**config.mk**
```make
export PLATFORM = sky130hd
export DESIGN_NAME = block_check_scheduler
export DESIGN_NICKNAME = d
export VERILOG_FILES = /design/src/rtl/block_check_scheduler_pkg.sv /design/src/rtl/block_check_scheduler_rr_pick2.sv /design/src/rtl/block_check_scheduler.sv
export SDC_FILE = /design/constraint.sdc
export NUM_CORES = 1
export LEC_CHECK = 0
export ABC_AREA = 1
export ABC_CLOCK_PERIOD_IN_PS = 1400
export CORE_MARGIN = 2
export CORE_UTILIZATION = 35
export CTS_BUF_LIST = sky130_fd_sc_hd__clkbuf_4 sky130_fd_sc_hd__clkbuf_8
export DETAILED_ROUTE_END_ITERATION = 8
export MAX_ROUTING_LAYER = met4
export PLACE_DENSITY = 0.64
export SLEW_MARGIN = 40
export SYNTH_ARGS = -nofsm -noshare
export SYNTH_HDL_FRONTEND = slang
export SYNTH_SLANG_ARGS = --single-unit
```
**constraint.sdc**
```tcl
create_clock -name clk -period 1.4 [get_ports clk]
set_input_delay 0.28 -clock clk [delete_from_list [all_inputs] [get_ports clk]]
set_output_delay 0.28 -clock clk [all_outputs]
set_load 0.01 [all_outputs]
```
**src/rtl/block_check_scheduler_pkg.sv**
```systemverilog
// Shared types and helpers for the two-requester begin/end checker scheduler.
package block_check_scheduler_pkg;

  typedef enum logic [1:0] {
    ARB    = 2'd0,
    STREAM = 2'd1,
    DRAIN  = 2'd2,
    CLEAR  = 2'd3
  } state_e;

  localparam logic [7:0] TERM_DEFAULT = 8'h2C;

  // Bits needed to hold values 0..value-1; used with MAX_LEN+1 so len can reach MAX_LEN.
  function automatic int clog2(input int value);
    int result = 0;
    for (int i = 0; i < 31; i++) begin
      if ((1 << i) < value) result = i + 1;
    end
    return result;
  endfunction

endpackage

```
**src/rtl/block_check_scheduler_rr_pick2.sv**
```systemverilog
// Combinational two-way round-robin pick: on contention the requester that did not win last time wins.
module block_check_scheduler_rr_pick2 (
  input  logic [1:0] valid_i,
  input  logic       last_i,
  output logic       grant_o,
  output logic       winner_o
);

  assign grant_o  = |valid_i;
  assign winner_o = (valid_i == 2'b11) ? ~last_i : valid_i[1];

endmodule

```
**src/rtl/block_check_scheduler.sv**
```systemverilog
// Time-shares one begin/end keyword checker between two byte-stream requesters,
// one whole terminator-delimited message per grant, reporting the sampled verdict per message.
module block_check_scheduler
  import block_check_scheduler_pkg::*;
#(
  parameter logic [7:0] TERM    = TERM_DEFAULT,
  parameter int         MAX_LEN = 64
) (
  input  logic       clk,
  input  logic       reset,
  input  logic [7:0] req0_char,
  input  logic       req0_valid,
  output logic       req0_ready,
  input  logic [7:0] req1_char,
  input  logic       req1_valid,
  output logic       req1_ready,
  output logic [7:0] chk_in,
  output logic       chk_en,
  output logic       chk_clr,
  input  logic       chk_result,
  output logic       done_valid,
  output logic       done_id,
  output logic       done_result,
  output logic       done_err,
  output logic       busy
);

  localparam int               LEN_W     = clog2(MAX_LEN + 1);
  localparam logic [LEN_W-1:0] LEN_LIMIT = LEN_W'(MAX_LEN);

  state_e           state_q, state_d;
  logic             owner_q, owner_d;
  logic             last_q, last_d;
  logic [LEN_W-1:0] len_q, len_d;
  logic             done_valid_q, done_valid_d;
  logic             done_id_q, done_id_d;
  logic             done_result_q, done_result_d;
  logic             done_err_q, done_err_d;

  logic       grant, winner;
  logic       own_ready;
  logic       cur_valid, is_term, at_limit;
  logic [7:0] cur_char;

  block_check_scheduler_rr_pick2 u_rr_pick2 (
    .valid_i  ({req1_valid, req0_valid}),
    .last_i   (last_q),
    .grant_o  (grant),
    .winner_o (winner)
  );

  assign cur_char  = owner_q ? req1_char : req0_char;
  assign cur_valid = owner_q ? req1_valid : req0_valid;
  assign is_term   = (cur_char == TERM);
  assign at_limit  = (len_q == LEN_LIMIT);

  always_comb begin
    // NOTE: every signal written here gets a default first, so no path can leave one unassigned and infer a latch.
    state_d       = state_q;
    owner_d       = owner_q;
    last_d        = last_q;
    len_d         = len_q;
    done_valid_d  = 1'b0;
    done_id_d     = done_id_q;
    done_result_d = done_result_q;
    done_err_d    = done_err_q;
    own_ready     = 1'b0;
    chk_en        = 1'b0;

    unique case (state_q)
      ARB: begin
        if (grant) begin
          owner_d = winner;
          last_d  = winner;
          len_d   = '0;
          state_d = STREAM;
        end
      end
      STREAM: begin
        own_ready = 1'b1;
        if (cur_valid) begin
          // TERM is checked before the length limit so a full-length message still completes normally.
          if (is_term) begin
            done_valid_d  = 1'b1;
            done_id_d     = owner_q;
            done_result_d = chk_result;
            done_err_d    = 1'b0;
            state_d       = CLEAR;
          end else if (!at_limit) begin
            chk_en = 1'b1;
            len_d  = len_q + 1'b1;
          end else begin
            done_valid_d  = 1'b1;
            done_id_d     = owner_q;
            done_result_d = 1'b0;
            done_err_d    = 1'b1;
            state_d       = DRAIN;
          end
        end
      end
      DRAIN: begin
        own_ready = 1'b1;
        if (cur_valid && is_term) state_d = CLEAR;
      end
      CLEAR: begin
        state_d = ARB;
      end
      default: begin
        state_d = ARB;
      end
    endcase
  end

  always_ff @(posedge clk or posedge reset) begin
    // NOTE: state registers use non-blocking assignments so every flop samples pre-edge values, whatever the statement order.
    if (reset) begin
      state_q       <= ARB;
      owner_q       <= 1'b0;
      last_q        <= 1'b1;
      len_q         <= '0;
      done_valid_q  <= 1'b0;
      done_id_q     <= 1'b0;
      done_result_q <= 1'b0;
      done_err_q    <= 1'b0;
    end else begin
      state_q       <= state_d;
      owner_q       <= owner_d;
      last_q        <= last_d;
      len_q         <= len_d;
      done_valid_q  <= done_valid_d;
      done_id_q     <= done_id_d;
      done_result_q <= done_result_d;
      done_err_q    <= done_err_d;
    end
  end

  assign req0_ready  = own_ready & ~owner_q;
  assign req1_ready  = own_ready & owner_q;
  assign chk_in      = (state_q == STREAM) ? cur_char : 8'h00;
  // Combinational on reset so the shared checker is cleared while the scheduler is held in reset.
  assign chk_clr     = reset | (state_q == CLEAR);
  assign done_valid  = done_valid_q;
  assign done_id     = done_id_q;
  assign done_result = done_result_q;
  assign done_err    = done_err_q;
  assign busy        = (state_q != ARB);

endmodule

```
# After elaboration in Yosys (flattened, before gate mapping)
# Cells that the tools add are included.
# totals
elab_cells	67
regBits	15
out_inout_bits	17
# op_classes
n_reduce_logical	11
bitwise	5
addsub	1
eq_ne	12
mux	30
# op_table
cell	count
7-bit 2-to-1 mux	4
1-bit 2-to-1 mux	17
8-bit 2-to-1 mux	2
7-bit one-hot mux with 2 select lines	1
2-bit 2-to-1 mux	5
2-bit inequality test (second input constant)	5
8-bit by 6-bit equality test with 1-bit output (second input constant)	1
2-bit one-hot mux with 4 select lines	1
7-bit by 1-bit adder with 7-bit output (second input constant)	1
7-bit equality test (second input constant)	1
2-bit equality test (second input constant)	3
2-bit nonzero test	3
5-bit AND reduction	1
4-bit AND reduction	1
2-bit OR reduction	2
3-bit inequality test (second input constant)	1
3-bit AND reduction	1
1-bit bitwise AND	2
2-bit by 1-bit equality test with 1-bit output (second input constant)	1
2-bit zero test	1
1-bit NOT	2
2-bit AND reduction	1
1-bit logical AND	1
1-bit bitwise OR	1

# Logic depth before layout (Yosys ltp)
# depth
ltp_word	5
mapped_depth	11

# Hierarchy
# From an unflattened synthesis, not the netlist that was laid out.
# hier_totals
hier_cells	177
area_unflattened_um2	1241.2
# modules_own_cells
module	seq_area_each_um2	instances	area_each_um2	cells_per_inst
block_check_scheduler	376.6	1	1226.2	174
block_check_scheduler_rr_pick2	0.0	1	15.0	3

# Worst setup path after synthesis
# OpenSTA, ideal clock, no wires.
# synth_timing
path_type	register to output
start	register state_q[1]
end	output chk_in[2]
stages_incl_launch_ff	6
arrival_time_ns	1.271
path_buffers	1
setup_slack_ns	-0.151
required_time_ns	1.120
path_cell_list	dfrtp_1 -> inv_1 -> ha_1 -> inv_1 -> clkbuf_1 -> a21oi_1
# synth_via
elab_chain_len	2
# synth_lines
element	line_no	rtl
start, declared	block_check_scheduler.sv:31	state_e state_q, state_d;
start signal, assigned	block_check_scheduler.sv:126	state_q <= state_d;
2-bit by 1-bit equality test with 1-bit output	block_check_scheduler.sv:139	assign chk_in = (state_q == STREAM) ? cur_char : 8'h00;
8-bit 2-to-1 mux	block_check_scheduler.sv:139	
end, declared	block_check_scheduler.sv:17	output logic [7:0] chk_in,
# Every way passes these cells.

# Worst setup path after layout
# layout_timing
start	register owner_q
end	output chk_en
# layout_via
elab_chain_len	5
word_cells_on_any_way	6
classes_between	eq/ne: 1; mux: 5
# layout_lines
element	line_no	rtl
start, declared	block_check_scheduler.sv:32	logic owner_q, owner_d;
start signal, assigned	block_check_scheduler.sv:127	owner_q <= owner_d;
8-bit 2-to-1 mux	block_check_scheduler.sv:52	assign cur_char = owner_q ? req1_char : req0_char;
8-bit by 6-bit equality test with 1-bit output	block_check_scheduler.sv:54	assign is_term = (cur_char == TERM);
1-bit 2-to-1 mux	block_check_scheduler.sv:83	if (is_term) begin
1-bit 2-to-1 mux *	block_check_scheduler.sv:81	if (cur_valid) begin
1-bit 2-to-1 mux *	block_check_scheduler.sv:70	unique case (state_q)
end, declared	block_check_scheduler.sv:18	output logic chk_en,
# Every way passes the cells marked *; elsewhere a longest branch is shown, timed or not.

==> qor.yml <==
routing:
  vias_per_cell: 4.47
  ant_nets: 0
  vias: 1411
  drcViolationCount: 0
  dr.first_iter.drc_count: 54
  drt-total-wl_um: 3620
  first_pass_iters: 4
  wl_per_cell_um: 11.5
cells_and_area:
  multi_input_area_um2: 850
  fin_nets: 298
  post-route-util: 0.690
  stdcell_count: 316
  fillers: 286
  synthToLayoutAreaGrowth_pct: 92.3
  diodes: 0
  drive_gt1_frac: 0.507
  register_area_um2: 379
clocking:
  clock-sinks: 15
  insertion_delay_ns: 0.29
  cts_tree: "done"
  hold_buffers: 0
  clock_path_buffers: 2
  cts_root_buffer: "clkbuf_4"
  htreeDepth: 1
  numCtsBuffers: 3
  path_clk_slew_ns: 0.10
worst_setup_path:
  r2r-start: "state_q[0]"
  rrSetupSlack_ns: -0.30
  max_stage_delay_ns: 0.46
  r2r_cells: 11
  timing.rr.end: "len_q[6]"
  end_kind: "primary output"
  crit_buf_inv: 2
  cp_slowest_cell: "dfrtp_2"
  path_class: "flip-flop to primary output"
  path_max_fanout: 8
  path_depth: 9
  crit_arrival_ns: 1.55
  crit_required_ns: 1.12
  path_cells: "buf_6, nand2_1, nand2_2, nand2_2, nor2_4, nand2_4, nand2_4, nor2_4, buf_6"
  critPathTopFamily: "simple AND/OR/NAND/NOR gates"
  start_kind: "flip-flop"
logic_synthesis:
  ys_seq_area_frac: 0.317
  syn_nets: 201
  synth_top_area_frac: 0.295
  ys_ff_latch: 15
  post_synth.cell_area_avg_um2: 6.83
  synth_cell_types: 27
  synth_area_leader_cell: "dfrtp_1"
  synthTopCellsByArea: "dfrtp_1, nand2_1, inv_1, nand2_2, ha_1"
  netlist_area_um2: 1190
  syn_inst: 174
  ys_warn_count: 0
power:
  power.density_nw_per_um2: 1800
  peakVddDrop_v: 0.00107
  p_total_mw: 4.12
  leakage_nw: 1.18
floorplanning:
  ios: 38
  die_h_um: 62.3
  fp.dieW_um: 62.3
  initial_utilization: 0.359
  core-area_um2: 3310
  placementRows: 21
  die_area_um2: 3880
global_routing:
  grt.overflow.total: 0
  antenna_found_initial: 0
  grt_pass1_wl_um: 6220
  grt_pass1_vias: 1464
  grt_usage: 0.202
  grt_max_degree: 13
timing:
  rsz0062_at_grt: "yes"
  slew_headroom: 0.856
  slew_viol_final: 0
  clock_skew_ns: 0.000904
  setup_tns_ns: -7.55
  fin_crit_ns: 1.83
  fin_crit_sh: 1.31
  setup_viol: 26
  finalWorstSetupSlack_ns: -0.434
  tightest_slew_ns: 0.215
  fmax_mhz: 545
  hold_viol: 0
  holdWs_ns: 0.185
placed_design:
  dpl.cell_count: 293
  hpwl_um: 2600
  io_buffers: 37
  gp_congestion: 0.816
run_status:
  outcome: "finished, violations left"
  violations: "setup timing"
min_path:
  worst_hold_path_type: "input port to asynchronous set/reset pin"
job:
  drv_cap: 0
## registers in the layout, summed over array words and instances (netlist names)
name	flops
done_err	1
done_id	1
done_result	1
done_valid	1
last_q	1
len_q	7
owner_q	1
state_q	2
## metrics by stage
stage | setup slack, ns | cell area [um2]
after floorplan | -0.00490 | 1260
after global placement | -0.658 | 1950
after detailed placement | -0.664 | 1950
after CTS | -0.439 | 2100
after global routing | -0.538 | 2290
final | -0.434 | 2290
## placed cells by master, fill, tap and decap left out, drive strengths merged, types with 3 or more instances in the layout
cell type	instances
buf	68
nand2	68
inv	28
clkdlybuf4s50	20
nor2	17
dfrtp	14
nand3	14
ha	6
a21oi	6
o21ai	5
dlygate4sd2	4
nand4	3
clkinvlp	3
clkbuf	3
## routing by layer
layer	share of wire	wire length, um	global-route usage	up-vias
met5	0	0	-	-
met4	0.013	46	0.0667	0
met3	0.029	106	0.0435	6
met2	0.54	1960	0.353	24
met1	0.42	1510	0.231	654
li1	-	-	-	727
## Yosys cell counts
cell      number
nor2_4         2
xnor2_1        1
clkbuf_1       1
nor2_1        14
nand3_2        2
nand3b_1       2
buf_6          1
o21ai_2        1
inv_2          2
ha_1           6
nor3_4         1
nand3_1       12
nand2_1       52
dfstp_2        1
a21oi_1        6
nand2_4        1
o21ai_1        2
o21ai_0        2
o211ai_1       1
nor3b_1        2
nor2_2         1
inv_1         27
or2_2          1
clkinv_2       1
dfrtp_1       14
nand4_1        3
nand2_2       15
## layout make-up
type	count	area share
multi-input combinational	127	0.372
clock buffer	3	0.00985
timing repair inverter	2	0.00657
sequential	15	0.166
timing repair buffer	92	0.365
clock inverter	1	0.00219
tap	46	0.0252
inverter	30	0.0536
## worst register-to-register path, cell delays in order (launching register included)
cell and delay, ns:
dfrtp_2 0.45, buf_6 0.13, ha_4 0.18, buf_12 0.13, clkinvlp_4 0.07, buf_6 0.11
buf_6 0.11, nor2_4 0.04, nor3_4 0.12, nand2_2 0.14, nand2_1 0.08, nand2_1 0.05
## worst max-delay path by stage
stage	slack, ns	startpoint	endpoint
floorplan	-0.005	owner_q	chk_en
global placement	-0.66	req0_char[6]	chk_en
detailed placement	-0.66	req0_char[6]	chk_en
CTS	-0.44	owner_q	chk_en
global route	-0.54	owner_q	chk_en
finish	-0.43	owner_q	chk_en
## repair_timing
action,CTS,global route
cloned,2,0
pin swaps,15,11
gates resized for setup,83,32
endpoints found under the setup margin,30,27
endpoints found under the hold margin,0,0
setup buffers,14,7
## logic make-up (layout without fill, tap and decap cells)
group	Yosys count	count (layout)	synth area share
compound gates	12	12	0.0558
xor+xnor	1	1	0.00737
fa+ha+maj	6	6	0.0632
buf+inv	32	128	0.108
flops	15	15	0.317
simple gates	108	108	0.448
## report_power, final
group / leakage, nW / switching [mW] / internal (mW)
clock: 0.0177 / 0.156 / 0.106
combinational: 0.964 / 1.53 / 1.71
sequential: 0.197 / 0.0851 / 0.540
No activity file was read; power rests on OpenSTA's default activity.
